## config.mk

```make
export PLATFORM = sky130hd
export DESIGN_NAME = i2c_target_flat
export DESIGN_NICKNAME = d
export VERILOG_FILES = /design/src/rtl/i2c_target_pkg.sv /design/src/rtl/i2c_target_if.sv /design/src/rtl/i2c_bus_sync.sv /design/src/rtl/i2c_target.sv /design/src/flat_wrapper.sv
export SDC_FILE = /design/constraint.sdc
export NUM_CORES = 1
export LEC_CHECK = 0
export ABC_AREA = 1
export CORE_ASPECT_RATIO = 0.5
export CORE_MARGIN = 4
export CORE_UTILIZATION = 48
export DETAILED_ROUTE_END_ITERATION = 10
export GPL_TIMING_DRIVEN = 0
export MAX_ROUTING_LAYER = met4
export PLACE_DENSITY = 0.73
export SYNTH_ARGS = -nofsm -noshare
export SYNTH_HDL_FRONTEND = slang
export SYNTH_HIERARCHICAL = 1
export SYNTH_SLANG_ARGS = --single-unit
```

## constraint.sdc

```tcl
create_clock -name clk -period 1.7 [get_ports clk]
set_input_delay 0.34 -clock clk [delete_from_list [all_inputs] [get_ports clk]]
set_output_delay 0.34 -clock clk [all_outputs]
set_load 0.02 [all_outputs]
```

## src/rtl/i2c_target_pkg.sv

```systemverilog
// Shared types and constants for the I2C target endpoint: FSM state encoding,
// default bus address and the address-compare helper.
package i2c_target_pkg;

    localparam logic [6:0] DEFAULT_ADDR = 7'h52;

    typedef enum logic [3:0] {
        S_IDLE     = 4'd0,
        S_ADDR     = 4'd1,
        S_ADDR_ACK = 4'd2,
        S_RX       = 4'd3,
        S_RX_ACK   = 4'd4,
        S_TX       = 4'd5,
        S_TX_ACK   = 4'd6,
        S_IGNORE   = 4'd7
    } state_t;

    // Address byte carries the 7-bit address in [7:1] and R/W in [0].
    function automatic logic addr_match(input logic [7:0] addr_byte, input logic [6:0] addr);
        return addr_byte[7:1] == addr;
    endfunction

endpackage

```

## src/rtl/i2c_target_if.sv

```systemverilog
// Bus pins plus the byte-level handshake between the I2C target and local logic.
interface i2c_target_if;

    logic       scl_in;
    logic       sda_in;
    logic       sda_out;
    logic [7:0] rx_data;
    logic       rx_valid;
    logic       rx_first;
    logic       tx_load;
    logic [7:0] tx_data;
    logic       busy;
    logic       start_det;
    logic       stop_det;

    modport slave (
        input  scl_in, sda_in, tx_data,
        output sda_out, rx_data, rx_valid, rx_first, tx_load, busy, start_det, stop_det
    );

    modport master (
        output scl_in, sda_in, tx_data,
        input  sda_out, rx_data, rx_valid, rx_first, tx_load, busy, start_det, stop_det
    );

endinterface

```

## src/rtl/i2c_bus_sync.sv

```systemverilog
// Synchronises SCL/SDA into clk and derives SCL edges and START/STOP conditions.
module i2c_bus_sync #(
    parameter int SYNC_STAGES = 2
) (
    input  logic clk,
    input  logic rst,
    input  logic scl_in,
    input  logic sda_in,
    output logic sda_s,
    output logic scl_rise,
    output logic scl_fall,
    output logic start,
    output logic stop
);

    logic [SYNC_STAGES-1:0] scl_sync;
    logic [SYNC_STAGES-1:0] sda_sync;
    logic                   scl_prev;
    logic                   sda_prev;
    logic                   scl_s;

    // Idle bus level is high, so everything resets to 1 to avoid a false edge.
    always_ff @(posedge clk or posedge rst) begin
        if (rst) begin
            scl_sync <= '1;
            sda_sync <= '1;
            scl_prev <= 1'b1;
            sda_prev <= 1'b1;
        end else begin
            scl_sync <= {scl_sync[SYNC_STAGES-2:0], scl_in};
            sda_sync <= {sda_sync[SYNC_STAGES-2:0], sda_in};
            scl_prev <= scl_s;
            sda_prev <= sda_s;
        end
    end

    assign scl_s    = scl_sync[SYNC_STAGES-1];
    assign sda_s    = sda_sync[SYNC_STAGES-1];
    assign scl_rise = scl_s & ~scl_prev;
    assign scl_fall = ~scl_s & scl_prev;
    assign start    = scl_s & sda_prev & ~sda_s;
    assign stop     = scl_s & ~sda_prev & sda_s;

endmodule

```

## src/rtl/i2c_target.sv

```systemverilog
// I2C target endpoint: address match, byte receive with ACK, byte transmit with
// master ACK/NACK, open-drain SDA drive changed only after SCL falls.
module i2c_target
    import i2c_target_pkg::*;
#(
    parameter logic [6:0] ADDR        = DEFAULT_ADDR,
    parameter int         SYNC_STAGES = 2
) (
    input  logic            clk,
    input  logic            rst,
    i2c_target_if.slave     bus
);

    logic sda_s, scl_rise, scl_fall, start, stop;

    i2c_bus_sync #(.SYNC_STAGES(SYNC_STAGES)) u_sync (
        .clk      (clk),
        .rst      (rst),
        .scl_in   (bus.scl_in),
        .sda_in   (bus.sda_in),
        .sda_s    (sda_s),
        .scl_rise (scl_rise),
        .scl_fall (scl_fall),
        .start    (start),
        .stop     (stop)
    );

    state_t     state_q, state_d;
    logic [2:0] bit_ctr_q, bit_ctr_d;
    logic [7:0] shift_q, shift_d;
    logic       rw_q, rw_d;
    // phase: ACK already driven (ADDR_ACK/RX_ACK) or master ACKed (TX_ACK).
    logic       phase_q, phase_d;
    logic       first_arm_q, first_arm_d;
    logic       busy_q, busy_d;
    logic       sda_out_q, sda_out_d;
    logic [7:0] rx_data_q, rx_data_d;
    logic       rx_valid_q, rx_valid_d;
    logic       rx_first_q, rx_first_d;
    logic       start_det_q, start_det_d;
    logic       stop_det_q, stop_det_d;
    logic       tx_load;

    // NOTE: every signal gets its default first so no path leaves one unassigned (no latches).
    always_comb begin
        state_d     = state_q;
        bit_ctr_d   = bit_ctr_q;
        shift_d     = shift_q;
        rw_d        = rw_q;
        phase_d     = phase_q;
        first_arm_d = first_arm_q;
        busy_d      = busy_q;
        sda_out_d   = sda_out_q;
        rx_data_d   = rx_data_q;
        rx_valid_d  = 1'b0;
        rx_first_d  = 1'b0;
        start_det_d = 1'b0;
        stop_det_d  = 1'b0;
        tx_load     = 1'b0;

        if (stop) begin
            state_d    = S_IDLE;
            sda_out_d  = 1'b1;
            busy_d     = 1'b0;
            stop_det_d = 1'b1;
        end else if (start) begin
            state_d     = S_ADDR;
            bit_ctr_d   = 3'd0;
            sda_out_d   = 1'b1;
            busy_d      = 1'b0;
            start_det_d = 1'b1;
        end else begin
            unique case (state_q)
                S_IDLE: ;
                S_ADDR: if (scl_rise) begin
                    shift_d   = {shift_q[6:0], sda_s};
                    bit_ctr_d = bit_ctr_q + 3'd1;
                    if (bit_ctr_q == 3'd7) begin
                        if (addr_match(shift_d, ADDR)) begin
                            state_d = S_ADDR_ACK;
                            busy_d  = 1'b1;
                            rw_d    = sda_s;
                            phase_d = 1'b0;
                        end else begin
                            state_d = S_IGNORE;
                        end
                    end
                end
                S_ADDR_ACK: if (scl_fall) begin
                    if (!phase_q) begin
                        sda_out_d = 1'b0;
                        phase_d   = 1'b1;
                    end else if (!rw_q) begin
                        state_d     = S_RX;
                        sda_out_d   = 1'b1;
                        bit_ctr_d   = 3'd0;
                        first_arm_d = 1'b1;
                    end else begin
                        // tx_load is combinational so tx_data is captured on this same edge.
                        state_d   = S_TX;
                        tx_load   = 1'b1;
                        shift_d   = bus.tx_data;
                        sda_out_d = bus.tx_data[7];
                        bit_ctr_d = 3'd0;
                    end
                end
                S_RX: if (scl_rise) begin
                    shift_d   = {shift_q[6:0], sda_s};
                    bit_ctr_d = bit_ctr_q + 3'd1;
                    if (bit_ctr_q == 3'd7) begin
                        state_d     = S_RX_ACK;
                        rx_data_d   = shift_d;
                        rx_valid_d  = 1'b1;
                        rx_first_d  = first_arm_q;
                        first_arm_d = 1'b0;
                        phase_d     = 1'b0;
                    end
                end
                S_RX_ACK: if (scl_fall) begin
                    if (!phase_q) begin
                        sda_out_d = 1'b0;
                        phase_d   = 1'b1;
                    end else begin
                        state_d   = S_RX;
                        sda_out_d = 1'b1;
                    end
                end
                S_TX: if (scl_fall) begin
                    bit_ctr_d = bit_ctr_q + 3'd1;
                    if (bit_ctr_q == 3'd7) begin
                        state_d   = S_TX_ACK;
                        sda_out_d = 1'b1;
                        phase_d   = 1'b0;
                    end else begin
                        shift_d   = {shift_q[6:0], 1'b0};
                        sda_out_d = shift_q[6];
                    end
                end
                S_TX_ACK: begin
                    if (scl_rise) begin
                        if (sda_s) begin
                            state_d   = S_IGNORE;
                            sda_out_d = 1'b1;
                        end else begin
                            phase_d = 1'b1;
                        end
                    end else if (scl_fall && phase_q) begin
                        state_d   = S_TX;
                        tx_load   = 1'b1;
                        shift_d   = bus.tx_data;
                        sda_out_d = bus.tx_data[7];
                        bit_ctr_d = 3'd0;
                    end
                end
                S_IGNORE: sda_out_d = 1'b1;
                default: begin
                    state_d   = S_IDLE;
                    sda_out_d = 1'b1;
                end
            endcase
        end
    end

    // NOTE: state registers use non-blocking assignments so all flops update together.
    always_ff @(posedge clk or posedge rst) begin
        if (rst) begin
            state_q     <= S_IDLE;
            bit_ctr_q   <= 3'd0;
            shift_q     <= 8'h00;
            rw_q        <= 1'b0;
            phase_q     <= 1'b0;
            first_arm_q <= 1'b0;
            busy_q      <= 1'b0;
            sda_out_q   <= 1'b1;
            rx_data_q   <= 8'h00;
            rx_valid_q  <= 1'b0;
            rx_first_q  <= 1'b0;
            start_det_q <= 1'b0;
            stop_det_q  <= 1'b0;
        end else begin
            state_q     <= state_d;
            bit_ctr_q   <= bit_ctr_d;
            shift_q     <= shift_d;
            rw_q        <= rw_d;
            phase_q     <= phase_d;
            first_arm_q <= first_arm_d;
            busy_q      <= busy_d;
            sda_out_q   <= sda_out_d;
            rx_data_q   <= rx_data_d;
            rx_valid_q  <= rx_valid_d;
            rx_first_q  <= rx_first_d;
            start_det_q <= start_det_d;
            stop_det_q  <= stop_det_d;
        end
    end

    assign bus.sda_out   = sda_out_q;
    assign bus.rx_data   = rx_data_q;
    assign bus.rx_valid  = rx_valid_q;
    assign bus.rx_first  = rx_first_q;
    assign bus.tx_load   = tx_load;
    assign bus.busy      = busy_q;
    assign bus.start_det = start_det_q;
    assign bus.stop_det  = stop_det_q;

endmodule

```

## src/flat_wrapper.sv

```systemverilog
// flat-port wrapper written by rule: the top's interface ports become plain ports
module i2c_target_flat import i2c_target_pkg::*;
#(
    parameter logic [6:0] ADDR        = DEFAULT_ADDR,
    parameter int         SYNC_STAGES = 2
)
  (clk, rst, bus_scl_in, bus_sda_in, bus_tx_data, bus_sda_out, bus_rx_data, bus_rx_valid, bus_rx_first, bus_tx_load, bus_busy, bus_start_det, bus_stop_det);
  i2c_target_if bus_i ();
  input  logic clk;
  input  logic rst;
  input wire logic [$bits(bus_i.scl_in)-1:0] bus_scl_in;
  input wire logic [$bits(bus_i.sda_in)-1:0] bus_sda_in;
  input wire logic [$bits(bus_i.tx_data)-1:0] bus_tx_data;
  output wire logic [$bits(bus_i.sda_out)-1:0] bus_sda_out;
  output wire logic [$bits(bus_i.rx_data)-1:0] bus_rx_data;
  output wire logic [$bits(bus_i.rx_valid)-1:0] bus_rx_valid;
  output wire logic [$bits(bus_i.rx_first)-1:0] bus_rx_first;
  output wire logic [$bits(bus_i.tx_load)-1:0] bus_tx_load;
  output wire logic [$bits(bus_i.busy)-1:0] bus_busy;
  output wire logic [$bits(bus_i.start_det)-1:0] bus_start_det;
  output wire logic [$bits(bus_i.stop_det)-1:0] bus_stop_det;
  assign bus_i.scl_in = bus_scl_in;
  assign bus_i.sda_in = bus_sda_in;
  assign bus_i.tx_data = bus_tx_data;
  assign bus_sda_out = bus_i.sda_out;
  assign bus_rx_data = bus_i.rx_data;
  assign bus_rx_valid = bus_i.rx_valid;
  assign bus_rx_first = bus_i.rx_first;
  assign bus_tx_load = bus_i.tx_load;
  assign bus_busy = bus_i.busy;
  assign bus_start_det = bus_i.start_det;
  assign bus_stop_det = bus_i.stop_det;
  i2c_target #(.ADDR(ADDR), .SYNC_STAGES(SYNC_STAGES)) u_core (.clk(clk), .rst(rst), .bus(bus_i));
endmodule
```

# After elaboration in Yosys (flattened, before gate mapping)
# Cells that the tools add are included.
classes:
  magnitude_cmp: 0
  shifts: 0
  n_eq_ne: 46
  n_reduce_logical: 23
  add_sub_neg: 1
  bitwise_logic: 12
  n_mux: 91
  div: 0
  n_mul: 0
op_table:
  columns: ["op", "n"]
  rows:
  - ["$mux 4", 15]
  - ["$mux 7", 8]
  - ["$mux 1", 52]
  - ["$ne 4x1->1 const B", 10]
  - ["$pmux 4 s7", 1]
  - ["$pmux 7 s4", 1]
  - ["$mux 3", 9]
  - ["$ne 2x1->1 const B", 13]
  - ["$reduce_and 11->1", 2]
  - ["$ne 3x1->1 const B", 7]
  - ["$eq 4x3->1 const B", 4]
  - ["$reduce_and 8->1", 2]
  - ["$reduce_and 13->1", 1]
  - ["$pmux 3 s4", 1]
  - ["$reduce_and 6->1", 2]
  - ["$reduce_bool 3->1", 4]
  - ["$pmux 1 s5", 2]
  - ["$reduce_bool 5->1", 2]
  - ["$eq 4x2->1 const B", 2]
  - ["$ne 2x2->1 const B", 4]
  - ["$eq 7x7->1 const B", 1]
  - ["$and 1x1->1", 6]
  - ["$not 1->1", 6]
  - ["$reduce_or 2->1", 3]
  - ["14 further kinds", 15]
totals:
  input_bits: 12
  output_inout_bits: 15
  ram_bits: 0
  ff_bits: 37
  elab_cells: 190
  mem_count: 0
  latchBits: 0
  mem_bits_ro: 0

# Depth between registers and ports, before layout
# Gate-level depths: netlist of the first run.
depth:
  ltp_word: 8
  ltp_mapped: 13
  depth_no_buf: 12

# By module
# The synthesis of the first run kept the hierarchy.
modules_own_cells:
  columns: ["module", "area_each_um2", "seq_area_each_um2", "n_inst", "cells_each"]
  rows:
  - ["i2c_target", 2010.7, 752.0, 1, 296]
  - ["i2c_bus_sync", 191.4, 157.7, 1, 15]

# Worst setup path before layout of the first run
# Ideal clock, no wire load.
synth_timing:
  path_kind: "register to output"
  startpoint: "reg u_core.u_sync.sda_sync[1]"
  endpoint: "out bus_tx_load"
  arrival_time_ps: 1760
  stages_incl_launch_ff: 6
  required_ps: 1360
  path_slack_ps: -400
  cell_sequence: "dfstp_2 -> nor2_1 -> nor2_2 -> buf_2 -> inv_1 -> nor4_1"
synth_via:
  elab_chain_cells: 4
synth_rtl:
  columns: ["element", "line_no", "source"]
  rows:
  - ["from (decl)", "i2c_bus_sync.sv:17", "logic [SYNC_STAGES-1:0] sda_sync;"]
  - ["from (signal assigned)", "i2c_bus_sync.sv:31", "sda_sync <= {sda_sync[SYNC_STAGES-2:0], sda_in};"]
  - ["$not 1->1", "i2c_bus_sync.sv:41", "assign start = scl_s & sda_prev & ~sda_s;"]
  - ["$and 1x1->1", "i2c_bus_sync.sv:41", null]
  - ["via u_core.start", "i2c_target.sv:14", "logic sda_s, scl_rise, scl_fall, start, stop;"]
  - ["$mux 1", "i2c_target.sv:66", "end else if (start) begin"]
  - ["$mux 1", "i2c_target.sv:61", "if (stop) begin"]
  - ["to (decl)", "flat_wrapper.sv:18", "output wire logic [$bits(bus_i.tx_load)-1:0] bus_tx_load;"]
# The timed path passes the listed nets, and every way through them passes these cells.

# Final worst setup path of the first run
layout_timing:
  startpoint: "reg u_core.u_sync.scl_sync[1]"
  endpoint: "reg u_core.shift_q[1]"
layout_lines:
  columns: ["element", "line_no", "source"]
  rows:
  - ["from (decl)", "i2c_bus_sync.sv:16", "logic [SYNC_STAGES-1:0] scl_sync;"]
  - ["from (signal assigned)", "i2c_bus_sync.sv:30", "scl_sync <= {scl_sync[SYNC_STAGES-2:0], scl_in};"]
  - ["$and 1x1->1 *", "i2c_bus_sync.sv:39", "assign scl_rise = scl_s & ~scl_prev;"]
  - ["via u_core.scl_rise", "i2c_target.sv:14", null]
  - ["$ne 2x2->1 (no source line) / $ne 2x1->1 (equally long branches)", null, null]
  - ["$reduce_and 11->1 (no source line) *", null, null]
  - ["to (signal assigned)", "i2c_target.sv:183", "shift_q <= shift_d;"]
  - ["to (decl)", "i2c_target.sv:30", "logic [7:0] shift_q, shift_d;"]
# Mark *: on every way through the listed nets, which the timed path passes. The rest lies on a longest branch.
# A chain may end at the register's enable or synchronous reset.

==> impl_metrics.toml, run 1 <==
[timing]
max_freq_ghz = 0.519
rsz0062_at_grt = "true"
fin_ws_ps = -228
worst_slew_margin_rel_pct = 71.0
fin_crit_ps = 1930
final.hold.worst_slack_ps = 357
layout_worst_path_cycle_share_pct = 113
slew_viol_final = 0
report.final.setup_viol = 17
final.setup.tns_ps = -2790
final.setup_skew_ps = 8.46
worst-slew-pin-transition_ps = 434
hold_viol = 0

[setup_path]
cp-end-kind = "flop"
worst_path_largest_cell_delay_ps = 590
critical_path.cell_chain = "inv_2 > nor2_2 > clkbuf_8 > buf_6 > clkinvlp_4 > nand2_2 > o21ai_2 > nor2_4 > nand3_4 > nand2_2 > nand2_2"
setup.worst_path.start_class = "flop"
cp_data_arrival_time_ps = 2120
path_max_fanout = 7
path_delay_family = "simple AND/OR/NAND/NOR gates"
worst_path_most_repeated_cell = "nand2_2"
crit_slowest_cell = "dfstp_2"
worst-endpoint-required_ps = 1890
path_buf_inv = 4
worst-setup-path-type = "reg2reg"

[route]
drc = 0
vias = 2339
postRouteAntennaNets = 0
wl_um = 6450
initialDrtViolationCount = 208
wl_per_cell_um = 15.1
viasPerCell = 5.48
drtPass1Iterations = 5

[global_routing]
grt_pass1_vias = 2231
global_route_wire_length_before_repair_um = 10500
use_met3_pct = 6.95
global_route.peak_usage_layer = "met2"
residual_overflow_from_global_routing = 0
grt_start_max_net_pins = 31
globalRouteTotalUtil_pct = 23.3
grt_antenna_before_repair = 0
grtUsageMet2_pct = 36.2
met1_usage_pct = 29.8

[cts]
insertion_delay_ps = 300
tritoncts_clock_tree = "yes"
clock_sink_count = 36
cts_htree_levels = 2
maximum_number_of_buffers_from_clock_root_to_sink = 2
cts_buffers = 5
cts_clk_pin_slew_worst_paths_ps = 80
ctsRootBufferMaster = "clkbuf_8"

[outcome]
failed_checks = "setup timing"
outcome = "finished, violations left"

[logic_synthesis]
yosysSeqAreaShare_pct = 41.3
post_synth_num_cell_types = 30
yosysWarningCount = 6
synthesis.instances = 311
syn_area_sq_um = 2200
synth.avg_cell_area_sq_um = 7.08
ys_ff_latch = 36
syn-num-nets = 325

[die]
starting_density_of_the_core_pct = 50.0
floorplan.die_area_sq_um = 5800
io-pin-count = 27
cell_rows = 17
die_h_um = 55.9
core-area_sq_um = 4400
floorplan.die.width_um = 104

[cells_and_area]
num_antenna_cells = 0
num-nets-final = 383
design_area_sq_um = 3170
layout_fillers = 344
drive_above_1_share_pct = 35.7
areaGrowthSynthToFinish_pct = 43.9

[power_and_ir_drop]
total_power_mw = 3.51
power_density_nw_per_um2 = 1110
power_leakage_nw = 1.58
vdd_ir_drop_max_uv = 692

[placement]
buffer_ports.inserted = 26
post_place_setup_slack_ps = -817
dp_wirelength_um = 4390
place.gp.congestion = 0.970
dpl-instance-area_sq_um = 2560

[flow_run]
maxCapViolCount = 0

[min_path]
worst_hold_path_type = "in2async"
-- synthesized netlist by cell type, drive strengths merged --
library cell	instances	area share, %
clkbuf	1	0.23
inv	38	6.7
clkinv	1	0.17
ha	2	1.1
dfstp	7	8.4
a21oi	8	2.3
o211ai	1	0.34
nor4	1	0.28
nand4	11	3.1
nand3	22	6.0
dfrtp	29	33
buf	6	2.2
o21ai	23	5.4
and3	1	0.28
nor2	45	10
nor3	2	0.45
nand2	112	20
a211oi	1	0.34
-- per-layer routing --
metal	vias to the layer above	wire, um
li1	1102	-
met1	1104	2870
met2	112	2860
met3	21	584
met4	0	146
met5	-	0
-- sequential cells by signal, indices dropped and copies added (netlist names) --
name / count
u_core/u_sync/sda_prev: 1
u_core/phase_q: 1
u_core/first_arm_q: 1
u_core/state_q: 3
u_core/u_sync/scl_sync: 2
u_core/bus.rx_data: 8
u_core/u_sync/scl_prev: 1
u_core/rw_q: 1
u_core/bus.rx_first: 1
u_core/bus.busy: 1
u_core/bus.rx_valid: 1
u_core/shift_q: 7
u_core/bit_ctr_q: 3
u_core/bus.stop_det: 1
u_core/bus.sda_out: 1
u_core/bus.start_det: 1
u_core/u_sync/sda_sync: 2
-- power breakdown --
part	leakage, nW	switching (mW)	internal (mW)
clock network	0.0552	0.335	0.436
logic	1.06	0.991	0.583
registers	0.463	0.135	1.03
total	1.58	1.46	2.05
-- cells in the final DEF (no fill, tap or decap), types with 3 or more instances in the layout --
master / netlist / layout
nand3_2: 2 / 6
buf_4: 2 / 19
o21ai_0: 14 / 11
inv_2: 5 / 9
nor2_1: 37 / 25
nor2_2: 1 / 6
buf_6: 2 / 10
nor2_4: 7 / 14
inv_1: 31 / 24
nand3_1: 19 / 12
a21oi_1: 7 / 6
o21ai_1: 8 / 4
clkdlybuf4s50_1: 0 / 24
o21ai_2: 1 / 8
inv_4: 2 / 3
dfrtp_1: 29 / 28
dfstp_2: 7 / 7
nand2_1: 108 / 83
nand3_4: 1 / 4
nand2_2: 4 / 27
clkbuf_8: 0 / 6
nand4_1: 11 / 11
-- cell type report --
type	instances	area, sq um	share of cell area [%]
clock buffer	6	72.6	2.29
buffer	7	77.6	2.45
timing repair buffer	51	508	16.0
multi-input combinational	229	1330	41.9
sequential	36	911	28.7
clock inverter	2	35.0	1.11
inverter	39	165	5.21
tap	57	71.3	2.25
-- logic make-up (layout without fill, tap and decap cells) --
family | Yosys count | in the layout | synth area share (%)
DFF | 36 | 36 | 41.3
AOI/OAI and AO/OA | 33 | 33 | 8.41
and+or+nand+nor | 194 | 194 | 39.9
adders and majority gates | 2 | 2 | 1.14
buffers and inverters | 46 | 105 | 9.26
-- path summary, 6_finish.rpt --
check                                          start                   endpoint  slack [ps]  cells past startpoint
setup / recovery           u_core/u_sync/scl_sync[1]          u_core/shift_q[1]        -230                     11
hold / removal                                   rst            u_core/bus.busy         360                      2
setup reg to reg           u_core/u_sync/scl_sync[1]          u_core/shift_q[1]        -230                     11
hold reg to reg            u_core/u_sync/scl_sync[0]  u_core/u_sync/scl_sync[1]         360                      0
max in group asynchronous                        rst      u_core/bus.rx_data[5]         890                      3
min in group clk           u_core/u_sync/scl_sync[0]  u_core/u_sync/scl_sync[1]         360                      0
-- metrics by stage --
stage,util [%],cells
floorplan,-,311
global placement,58.2,394
detailed placement,58.2,394
CTS,67.2,421
global route,72.0,427
finish,72.0,427
-- worst reg2reg max path, stage by stage, from the launching register on --
cell        delay (ps)
dfstp_2            590
inv_2               50
nor2_2              80
clkbuf_8           150
buf_6              100
clkinvlp_4         180
nand2_2            110
o21ai_2             70
nor2_4             180
nand3_4            160
nand2_2            110
nand2_2             40
-- what timing repair did --
action	4_1_cts	5_1_grt
gates resized for setup	49	45
cloned	1	0
endpoints found under the setup margin	29	26
buffers inserted	18	5
hold endpoints to repair	0	0
hold buffers	0	0
pin swaps	12	22
Note: power is estimated with default switching activity, not from simulation.
==> run 2, diff against run 1 <==
Settings changed: PLACE_DENSITY 0.73 to 0.78.
==> run 2 against run 1 <==
The flow still finishes with violations (setup timing). Non-clock buffer count is 2 higher. Fmax is 0.71% higher. Setup slack better by 14 ps. Critical path depth is 5 lower. Utilization is 1.1 points lower. Sequential share of layout area is 0.43 points higher. Count of clock-buffer cells in the layout stayed put.
==> impl_metrics.toml, run 2 (synthesis gave the netlist of run 1 again) <==
[timing]
report.final.setup_viol = 17
fin_ws_ps = -215
hold_viol = 0
max_freq_ghz = 0.522
worst_slew_margin_rel_pct = 68.3
fin_crit_ps = 1910
slew_viol_final = 0
worst-slew-pin-transition_ps = 476
final.setup_skew_ps = 5.64
layout_worst_path_cycle_share_pct = 113
rsz0062_at_grt = "true"

[power_and_ir_drop]
vdd_ir_drop_max_uv = 603
power.combinational.fraction_pct = 47.9
clock_power_share_pct = 17.5
power_leakage_nw = 1.57
netSwitchingPower_mw = 1.44
share_seq_of_total_power_pct = 34.7
internal-power_mw = 1.89
total_power_mw = 3.33
power_density_nw_per_um2 = 1070
switching_share_pct = 43.2

[cells_and_area]
commonest_non_fill_non_tap_cells_in_the_layout = "88 x nand2_1, 28 x dfrtp_1, 24 x clkdlybuf4s50_1, 24 x inv_1, 24 x nor2_1"
areaGrowthSynthToFinish_pct = 41.8
final_cells = 428
design_area_sq_um = 3120
mostFrequentLayoutCell = "nand2_1"
num-nets-final = 385
drive_above_1_share_pct = 34.0
num_antenna_cells = 0
max_reg_flops = 8
final_core_utilization_pct = 70.9

[route]
wl_per_cell_um = 16.3
initialDrtViolationCount = 244
wl_um = 7000
viasPerCell = 5.52
drtPass1Iterations = 5
drc = 0
postRouteAntennaNets = 0
vias = 2363

[min_path]
hold_path.startpoint = "u_core/u_sync/scl_sync[0]"
min_delay_path_depth = 0
hold-path-endpoint = "u_core/u_sync/scl_sync[1]"
worst_hold_path_type = "reg2reg"

[setup_path]
path_max_fanout = 2
worst-endpoint-required_ps = 1360
reg2reg_slack_ps = -170
end_of_the_worst_register_to_register_path = "u_core/bit_ctr_q[2]"
worst-setup-path-type = "reg2out"
setup.worst_path.start_class = "flop"
cp-end-kind = "output port"
cp_data_arrival_time_ps = 1570
r2r-start = "u_core/u_sync/scl_sync[1]"
rr_worst_depth = 10

[placement]
dpl-instance-area_sq_um = 2560
place.gp.congestion = 0.997
buffer_ports.inserted = 26
post_place_setup_slack_ps = -857
dp_wirelength_um = 4720
dpl.cell_count = 394

[global_routing]
grt_start_max_net_pins = 31
grt_pass1_vias = 2315
global_route_wire_length_before_repair_um = 11200
globalRouteTotalUtil_pct = 25.0
met1_usage_pct = 32.9
use_met3_pct = 4.98
global_route.peak_usage_layer = "met2"
grtUsageMet2_pct = 40.9
grt_antenna_before_repair = 0
residual_overflow_from_global_routing = 0

[cts]
maximum_number_of_buffers_from_clock_root_to_sink = 2
cts_clk_pin_slew_worst_paths_ps = 70
cts_buffers = 5
cts_htree_levels = 2
tritoncts_clock_tree = "yes"
clock_sink_count = 36
insertion_delay_ps = 290
ctsRootBufferMaster = "clkbuf_8"
quantity_of_hold_fixing_buffers_added_after_cts = 0

[die]
cell_rows = 17
io-pin-count = 27
core-area_sq_um = 4400
floorplan.die_area_sq_um = 5800
starting_density_of_the_core_pct = 50.0
die_h_um = 55.9
floorplan.die.width_um = 104

[outcome]
outcome = "finished, violations left"
failed_checks = "setup timing"

[flow_run]
maxCapViolCount = 0
## run 2: critical path, stage by stage, from the launching register on
cell     delay, ps
dfstp_2        570
nor2_4          60
nor2_4         120
buf_6          110
inv_2           40
nor4_4         200
buf_4          180
## run 2: per-layer routing
layer | vias up | share of wire (%) | routed length [um]
met5 | - | 0 | 0
met4 | 0 | 2.1 | 144
met3 | 19 | 7.4 | 517
met2 | 113 | 46 | 3230
met1 | 1124 | 44 | 3100
li1 | 1107 | - | -
## run 2: final cells by class
cell class,instances,area (sq um)
Buffer,7,77.6
Timing Repair Buffer,53,515
Clock inverter,1,5.00
Fill cell,345,1280
Sequential cell,36,911
Tap cell,57,71.3
Multi-Input combinational cell,229,1310
Inverter,39,164
Clock buffer,6,72.6
## run 2: power groups by stage
stage               Sequential (mW)  Combinational (mW)  Clock, mW
finish                         1.16                1.60      0.583
global route                   1.17                1.74      0.648
CTS                            1.15                1.45      0.596
detailed placement             1.16                1.25          0
global placement               1.15                1.23          0
floorplan                      1.14               0.930          0
## run 2: worst max path at each step
stage                                          from                   to  slack, ps  cells past startpoint
after floorplan                   u_core/state_q[0]          bus_tx_load        0.2                      8
after global placement    u_core/u_sync/sda_sync[1]          bus_tx_load       -890                      7
after detailed placement  u_core/u_sync/sda_sync[1]          bus_tx_load       -860                      7
after CTS                 u_core/u_sync/sda_sync[1]          bus_tx_load       -210                      6
after global routing      u_core/u_sync/scl_sync[1]  u_core/bit_ctr_q[2]       -290                     10
final                        u_core/u_sync/sda_prev          bus_tx_load       -210                      6
## run 2: stage by stage
stage | hold slack, ps | setup TNS (ps)
finish | 360 | -1850
global route | 369 | -3930
CTS | 363 | -1440
detailed placement | 349 | -13230
global placement | 348 | -11780
floorplan | 339 | 0
## run 2: what timing repair did
action	in CTS	in global routing
pin swaps	14	15
gates resized for setup	52	32
gates cloned	0	0
buffers inserted	22	5
endpoints found under the setup margin	29	26
